File: config.mk
export PLATFORM = sky130hd
export DESIGN_NAME = instr_feeder_flat
export DESIGN_NICKNAME = d
export VERILOG_FILES = /design/src/rtl/instr_feeder_pkg.sv /design/src/rtl/instr_feeder_if.sv /design/src/rtl/instr_feeder_mem.sv /design/src/rtl/instr_feeder.sv /design/src/flat_wrapper.sv
export SDC_FILE = /design/constraint.sdc
export NUM_CORES = 1
export LEC_CHECK = 0
export CORE_UTILIZATION = 60
export CTS_CLUSTER_SIZE = 14
export DETAILED_ROUTE_END_ITERATION = 10
export PLACE_DENSITY = 0.88
export SLEW_MARGIN = 25
export SYNTH_ARGS = -nofsm -noshare
export SYNTH_HDL_FRONTEND = slang
export SYNTH_SLANG_ARGS = --single-unit
File: constraint.sdc
create_clock -name clock -period 4 [get_ports clock]
set_clock_uncertainty 0.15 [all_clocks]
set_input_delay 0.8 -clock clock [delete_from_list [all_inputs] [get_ports clock]]
set_output_delay 0.8 -clock clock [all_outputs]
set_load 0.05 [all_outputs]
File: src/rtl/instr_feeder_pkg.sv
// ----------------------------------------------------------------------------
// instr_feeder_pkg
// Shared definitions for the instruction feeder: FSM state encoding, default
// parameter values and a small width helper.
// Optional feature macro used by this codebase slice: INSTR_FEEDER_LOOP_EN
// ----------------------------------------------------------------------------
package instr_feeder_pkg;

    localparam int DEF_WIDTH       = 16;
    localparam int DEF_DEPTH       = 16;
    localparam int DEF_HOLD_CYCLES = 4;

    typedef enum logic [1:0] {
        IDLE = 2'd0,
        PLAY = 2'd1,
        DONE = 2'd2
    } state_t;

    // Counter width that never collapses to zero bits (HOLD_CYCLES may be 1).
    function automatic int clog2_min1(input int n);
        return (n > 1) ? $clog2(n) : 1;
    endfunction

endpackage

File: src/rtl/instr_feeder_if.sv
// ----------------------------------------------------------------------------
// instr_feeder_if
// Bundles the load port, playback controls and processor-facing outputs of
// instr_feeder.
//   master : the program source / controller (drives load, start, clear)
//   slave  : the feeder itself (drives load_ready, iin, proc_resetn, status)
// Signals: load_valid, load_data[WIDTH], load_ready, start, clear,
//          iin[WIDTH], proc_resetn, busy, done, count[$clog2(DEPTH)+1],
//          loop (only when INSTR_FEEDER_LOOP_EN is defined)
// ----------------------------------------------------------------------------
interface instr_feeder_if #(
    parameter int WIDTH = 16,
    parameter int DEPTH = 16
);
    localparam int CW = $clog2(DEPTH) + 1;

    logic             load_valid;
    logic [WIDTH-1:0] load_data;
    logic             load_ready;
    logic             start;
    logic             clear;
    logic [WIDTH-1:0] iin;
    logic             proc_resetn;
    logic             busy;
    logic             done;
    logic [CW-1:0]    count;
`ifdef INSTR_FEEDER_LOOP_EN
    logic             loop;

    modport master (
        output load_valid, load_data, start, clear, loop,
        input  load_ready, iin, proc_resetn, busy, done, count
    );
    modport slave (
        input  load_valid, load_data, start, clear, loop,
        output load_ready, iin, proc_resetn, busy, done, count
    );
`else
    modport master (
        output load_valid, load_data, start, clear,
        input  load_ready, iin, proc_resetn, busy, done, count
    );
    modport slave (
        input  load_valid, load_data, start, clear,
        output load_ready, iin, proc_resetn, busy, done, count
    );
`endif

endinterface

File: src/rtl/instr_feeder_mem.sv
// ----------------------------------------------------------------------------
// feeder_mem
// DEPTH x WIDTH program store: one synchronous write port, one asynchronous
// read port.
//   clock        : write clock
//   we/waddr/wdata : write port, captured on the rising edge
//   raddr/rdata  : combinational read port
// ----------------------------------------------------------------------------
module feeder_mem #(
    parameter int WIDTH = 16,
    parameter int DEPTH = 16
) (
    input  logic                     clock,
    input  logic                     we,
    input  logic [$clog2(DEPTH)-1:0] waddr,
    input  logic [WIDTH-1:0]         wdata,
    input  logic [$clog2(DEPTH)-1:0] raddr,
    output logic [WIDTH-1:0]         rdata
);

    logic [WIDTH-1:0] mem [DEPTH];

    // NOTE: storage is deliberately not reset; contents are only read at
    // addresses below count, which the top clears on reset.
    always_ff @(posedge clock) begin
        if (we) begin
            mem[waddr] <= wdata;
        end
    end

    assign rdata = mem[raddr];

endmodule

File: src/rtl/instr_feeder.sv
// ----------------------------------------------------------------------------
// instr_feeder
// Buffers a short program through a load port and, on start, plays it onto
// the processor's iin input, holding each instruction for HOLD_CYCLES cycles.
// Also generates the processor's active-low reset (held low while IDLE).
//   clock : single clock, rising edge
//   reset : synchronous, active-high
//   bus   : instr_feeder_if.slave (load port, start/clear, iin, proc_resetn,
//           busy, done, count; plus loop with INSTR_FEEDER_LOOP_EN)
// Optional feature: define INSTR_FEEDER_LOOP_EN to add the loop input, which
// wraps playback back to address 0 instead of finishing.
// All outputs are registers; nothing combinational reaches an output.
// ----------------------------------------------------------------------------
module instr_feeder
    import instr_feeder_pkg::*;
#(
    parameter int WIDTH       = DEF_WIDTH,
    parameter int DEPTH       = DEF_DEPTH,
    parameter int HOLD_CYCLES = DEF_HOLD_CYCLES
) (
    input logic            clock,
    input logic            reset,
    instr_feeder_if.slave  bus
);

    localparam int AW = $clog2(DEPTH);
    localparam int CW = AW + 1;
    localparam int HW = clog2_min1(HOLD_CYCLES);
    localparam logic [HW-1:0] HOLD_MAX  = HW'(HOLD_CYCLES - 1);
    localparam logic [CW-1:0] DEPTH_CNT = CW'(DEPTH);

    state_t           state;
    logic [CW-1:0]    count;
    logic [AW-1:0]    rd_addr;
    logic [HW-1:0]    hold;
    logic [WIDTH-1:0] iin_r;
    logic             proc_resetn_r;
    logic             busy_r;
    logic             done_r;
    logic             load_ready_r;

    logic             load_fire;
    logic             advance;
    logic             last;
    logic             loop_en;
    logic [AW-1:0]    rd_sel;
    logic [WIDTH-1:0] rd_data;

`ifdef INSTR_FEEDER_LOOP_EN
    assign loop_en = bus.loop;
`else
    assign loop_en = 1'b0;
`endif

    // load_ready is only ever high in IDLE with room left.
    assign load_fire = bus.load_valid && load_ready_r;
    assign advance   = (state == PLAY) && (hold == HOLD_MAX);
    assign last      = ({1'b0, rd_addr} == (count - 1'b1));

    // The read port looks one step ahead so iin can be registered: the next
    // address while advancing mid-program, otherwise address 0 (start,
    // replay or loop wrap).
    // NOTE: rd_sel gets a value on every path so no latch is inferred.
    always_comb begin
        rd_sel = '0;
        if (advance && !last) begin
            rd_sel = rd_addr + 1'b1;
        end
    end

    feeder_mem #(
        .WIDTH (WIDTH),
        .DEPTH (DEPTH)
    ) u_mem (
        .clock (clock),
        .we    (load_fire && !bus.clear),
        .waddr (count[AW-1:0]),
        .wdata (bus.load_data),
        .raddr (rd_sel),
        .rdata (rd_data)
    );

    // NOTE: all state and outputs update with non-blocking assignments so
    // every branch reads the pre-edge values.
    always_ff @(posedge clock) begin
        if (reset) begin
            state         <= IDLE;
            count         <= '0;
            rd_addr       <= '0;
            hold          <= '0;
            iin_r         <= '0;
            proc_resetn_r <= 1'b0;
            busy_r        <= 1'b0;
            done_r        <= 1'b0;
            load_ready_r  <= 1'b1;
        end else begin
            unique case (state)
                IDLE: begin
                    if (bus.clear) begin
                        // clear beats both a same-cycle load and start
                        count        <= '0;
                        load_ready_r <= 1'b1;
                    end else begin
                        if (load_fire) begin
                            count        <= count + 1'b1;
                            load_ready_r <= ((count + 1'b1) < DEPTH_CNT);
                        end
                        if (bus.start && (count != '0)) begin
                            state         <= PLAY;
                            rd_addr       <= '0;
                            hold          <= '0;
                            iin_r         <= rd_data;
                            proc_resetn_r <= 1'b1;
                            busy_r        <= 1'b1;
                            load_ready_r  <= 1'b0;
                        end
                    end
                end

                PLAY: begin
                    if (advance) begin
                        hold <= '0;
                        if (last && !loop_en) begin
                            state  <= DONE;
                            iin_r  <= '0;
                            busy_r <= 1'b0;
                            done_r <= 1'b1;
                        end else begin
                            // rd_sel already holds rd_addr+1 or the wrap to 0
                            rd_addr <= rd_sel;
                            iin_r   <= rd_data;
                        end
                    end else begin
                        hold <= hold + 1'b1;
                    end
                end

                DONE: begin
                    if (bus.clear) begin
                        state         <= IDLE;
                        count         <= '0;
                        proc_resetn_r <= 1'b0;
                        done_r        <= 1'b0;
                        load_ready_r  <= 1'b1;
                    end else if (bus.start) begin
                        state   <= PLAY;
                        rd_addr <= '0;
                        hold    <= '0;
                        iin_r   <= rd_data;
                        busy_r  <= 1'b1;
                        done_r  <= 1'b0;
                    end
                end

                default: begin
                    state <= IDLE;
                end
            endcase
        end
    end

    assign bus.iin         = iin_r;
    assign bus.proc_resetn = proc_resetn_r;
    assign bus.busy        = busy_r;
    assign bus.done        = done_r;
    assign bus.count       = count;
    assign bus.load_ready  = load_ready_r;

endmodule

File: src/flat_wrapper.sv
// flat-port wrapper written by rule: the top's interface ports become plain ports
module instr_feeder_flat import instr_feeder_pkg::*;
#(
    parameter int WIDTH       = DEF_WIDTH,
    parameter int DEPTH       = DEF_DEPTH,
    parameter int HOLD_CYCLES = DEF_HOLD_CYCLES
)
  (clock, reset, bus_load_valid, bus_load_data, bus_start, bus_clear, bus_load_ready, bus_iin, bus_proc_resetn, bus_busy, bus_done, bus_count);
  instr_feeder_if #(.WIDTH(WIDTH), .DEPTH(DEPTH)) bus_i ();
  input logic clock;
  input logic reset;
  input wire logic [$bits(bus_i.load_valid)-1:0] bus_load_valid;
  input wire logic [$bits(bus_i.load_data)-1:0] bus_load_data;
  input wire logic [$bits(bus_i.start)-1:0] bus_start;
  input wire logic [$bits(bus_i.clear)-1:0] bus_clear;
  output wire logic [$bits(bus_i.load_ready)-1:0] bus_load_ready;
  output wire logic [$bits(bus_i.iin)-1:0] bus_iin;
  output wire logic [$bits(bus_i.proc_resetn)-1:0] bus_proc_resetn;
  output wire logic [$bits(bus_i.busy)-1:0] bus_busy;
  output wire logic [$bits(bus_i.done)-1:0] bus_done;
  output wire logic [$bits(bus_i.count)-1:0] bus_count;
  assign bus_i.load_valid = bus_load_valid;
  assign bus_i.load_data = bus_load_data;
  assign bus_i.start = bus_start;
  assign bus_i.clear = bus_clear;
  assign bus_load_ready = bus_i.load_ready;
  assign bus_iin = bus_i.iin;
  assign bus_proc_resetn = bus_i.proc_resetn;
  assign bus_busy = bus_i.busy;
  assign bus_done = bus_i.done;
  assign bus_count = bus_i.count;
  instr_feeder #(.WIDTH(WIDTH), .DEPTH(DEPTH), .HOLD_CYCLES(HOLD_CYCLES)) u_core (.clock(clock), .reset(reset), .bus(bus_i));
endmodule
==> impl_results.md <==
* Register area share after synthesis at 0.7074
* # rows at 50
* Router iterations before antenna repair at 5
* Area contributors post-synth: edfxtp_1 (65%), dfxtp_1 (5.6%), mux2i_1 (2.5%), mux2_2 (2.3%), nand2_1 (1.7%)
* LEAKAGE at 0.004329 µW
* Startpoint types: register
* Setup Buffers After CTS at 0
* Die area at 0.02023 mm²
* Yosys warning count at 0
* Vias in the first global route at 7781
* Largest net degree at the start of global routing at 41
* Syn Area/Cell at 14.62 µm²
* Wire per inst at 25.39 µm
* PD cells at 445.3 mW/mm²
* Clk_lat worst skew at 0.55 ns
* Starting Density at 0.6205
* Post-Place Setup Slack at 0.2615 ns
* Final setup vio count at 0
* Post-synth cell types at 69
* Overflow after GRT at 0
* Antenna cells at 0
* Max cap viols at 0
* Vias after detailed routing at 7783
* Worst-Margin Slew at 0.8930 ns
* Maximum root-to-sink buffer count at 3
* #FFs+latches synth at 289
* Syn Nets at 834
* Filler instances at 1222
* Worst path arrival time at 4.04 ns
* Residual DRC at 0
* Vias per inst at 6.750
* Clock Root Buffer: clkbuf_16
* Worst-path clk slew at 0.06 ns
* Peak fanout along the critical path at 13
* Share of cells above drive strength 1 at 0.1478
* Total negative setup slack at 0 ns
* Number of synthesized flops with an enable pin at 256
* Port Buf Inserts at 45
* Status: complete, no violations
* CP required at 4.31 ns
* Drt total wl at 29270 µm
* Cells after Synth at 807
* First DRT Iteration DRCs at 1173
* Total GRT Usage at 0.2990
* Setup CP Type: reg2reg
* Post-Synthesis Cell Area at 0.01180 mm²
* Async S/R FF share, synth at 0
* Clock Sinks at 289
* Initial antenna violation count at 0
* First-pass GRT wire length at 44240 µm
* Post-layout min period at 3.729 ns
* CTS tree: yes
* Die H at 142.2 µm
* Worst setup EP type: register
* CTS Buf Count at 29
* Dominant cell type by area after synthesis: edfxtp_1
* Register-to-register setup slack at 0.27 ns
* Gpl congestion at 0.9046
* Primary FF master, synth: edfxtp_1
* Area occupied by registers at 0.008349 mm²
* Peak VDD IR at 0.0004761 V
* I/O pin cnt at 46
* Most instantiated cells after synthesis: edfxtp_1 (256), nand2_1 (55), nor2_1 (40)
* HP Class: reg2reg
* Multi-input logic area at 0.003227 mm²
* Crit share post-route at 0.9323
* Hpwl dp at 17670 µm
* Nets at 897
* Syn-to-layout area delta at 15.18%
* FF-to-FF path depth at 10
* Yosys top cell area share at 0.6514
* Detail Route Antenna Nets at 0
* Fmax at 0.2682 GHz
* Hold path depth at 2
* Width of the die at 142.2 µm
* Final hold violations at 0
* CTS Hold Bufs at 0
* Max Slew Vio Count at 0
* CORE AREA at 0.01902 mm²
* Htree depth at 1
* Most frequent cell after synthesis: edfxtp_1
* Setup ws final at 0.2709 ns
* Post-cts sizing count at 0
* Worst slew margin at 0.4033
* RSZ-0062 raised after global routing: no
cell type report:
class                           count  area share
Inverter                            9    0.002485
Clock inverter                     23     0.01279
Multi-Input combinational cell    456      0.2374
Clock buffer                       31     0.05394
Timing Repair Buffer               85     0.05523
Sequential cell                   289      0.6142
Tap cell                          260     0.02393
worst paths after layout:
check	start	end
setup / recovery	u_core.bus.count[0]	u_core.bus.iin[1]
hold / removal	u_core.bus.busy	u_core.bus.busy
setup reg to reg	u_core.bus.count[0]	u_core.bus.iin[1]
hold reg to reg	u_core.bus.busy	u_core.bus.busy
stage by stage:
step / total power [µW] / instances / utilization / hold WS [ns] / instance area (µm²)
after floorplan: 3460 / 807 / - / 0.3182 / 11800
after global placement: 3548 / 1099 / 0.6665 / 0.3189 / 12680
after detailed placement: 3554 / 1099 / 0.6668 / 0.3288 / 12680
after CTS: 6075 / 1153 / 0.7145 / 0.3373 / 13590
after global routing: 6205 / 1153 / 0.7147 / 0.3700 / 13590
final: 6054 / 1153 / 0.7147 / 0.3333 / 13590
cell families (layout without fill, tap and decap cells):
| group | after synthesis | count (layout) | synth area share |
|---|---|---|---|
| compound gates | 216 | 216 | 0.1371 |
| buf+inv | 62 | 148 | 0.02322 |
| fa+ha+maj | 6 | 6 | 0.006361 |
| mux | 54 | 54 | 0.04835 |
| simple gates | 170 | 170 | 0.07019 |
| flops | 289 | 289 | 0.7074 |
| xor+xnor | 10 | 10 | 0.007421 |
cells in the final DEF (no fill, tap or decap), types with 20 or more instances in the layout:
cell type	n
edfxtp_1	256
a31oi_1	20
clkdlybuf4s50_1	45
nor2_1	39
clkbuf_16	29
buf_4	40
a21oi_1	30
mux2_2	24
o21ai_0	32
mux2i_1	30
nand2_1	55
dfxtp_1	32
critical path, cell delays in order (launching register included):
cell      delay [ns]
dfxtp_1         0.40
inv_1           0.14
ha_1            0.27
or3b_1          0.43
and2_4          0.20
nor4_4          0.48
buf_4           0.33
nor2_2          0.14
nor4_1          0.64
o221ai_1        0.29
nand4_1         0.16
per-layer routing:
metal,GRT usage,vias up,wire (µm)
li1,-,3350,-
met1,0.3889,3774,10650
met2,0.4701,539,13680
met3,0.06359,120,3317
met4,0.1715,0,1624
met5,0,-,0
power breakdown:
group | internal, µW | total, µW | switching (µW)
Sequential | 3300 | 3310 | 11.5
Clock | 1460 | 2560 | 1100
Combinational | 59.6 | 180 | 121
Total | 4820 | 6050 | 1230
flip-flops by register name, summed over array words and instances (netlist names):
signal	count
u_core.bus.count	5
u_core.bus.load_ready	1
u_core.state	2
u_core.bus.done	1
u_core.u_mem.mem	256
u_core.bus.iin	16
u_core.bus.proc_resetn	1
u_core.rd_addr	4
u_core.bus.busy	1
u_core.hold	2
Power figures use the tool's default switching activity.
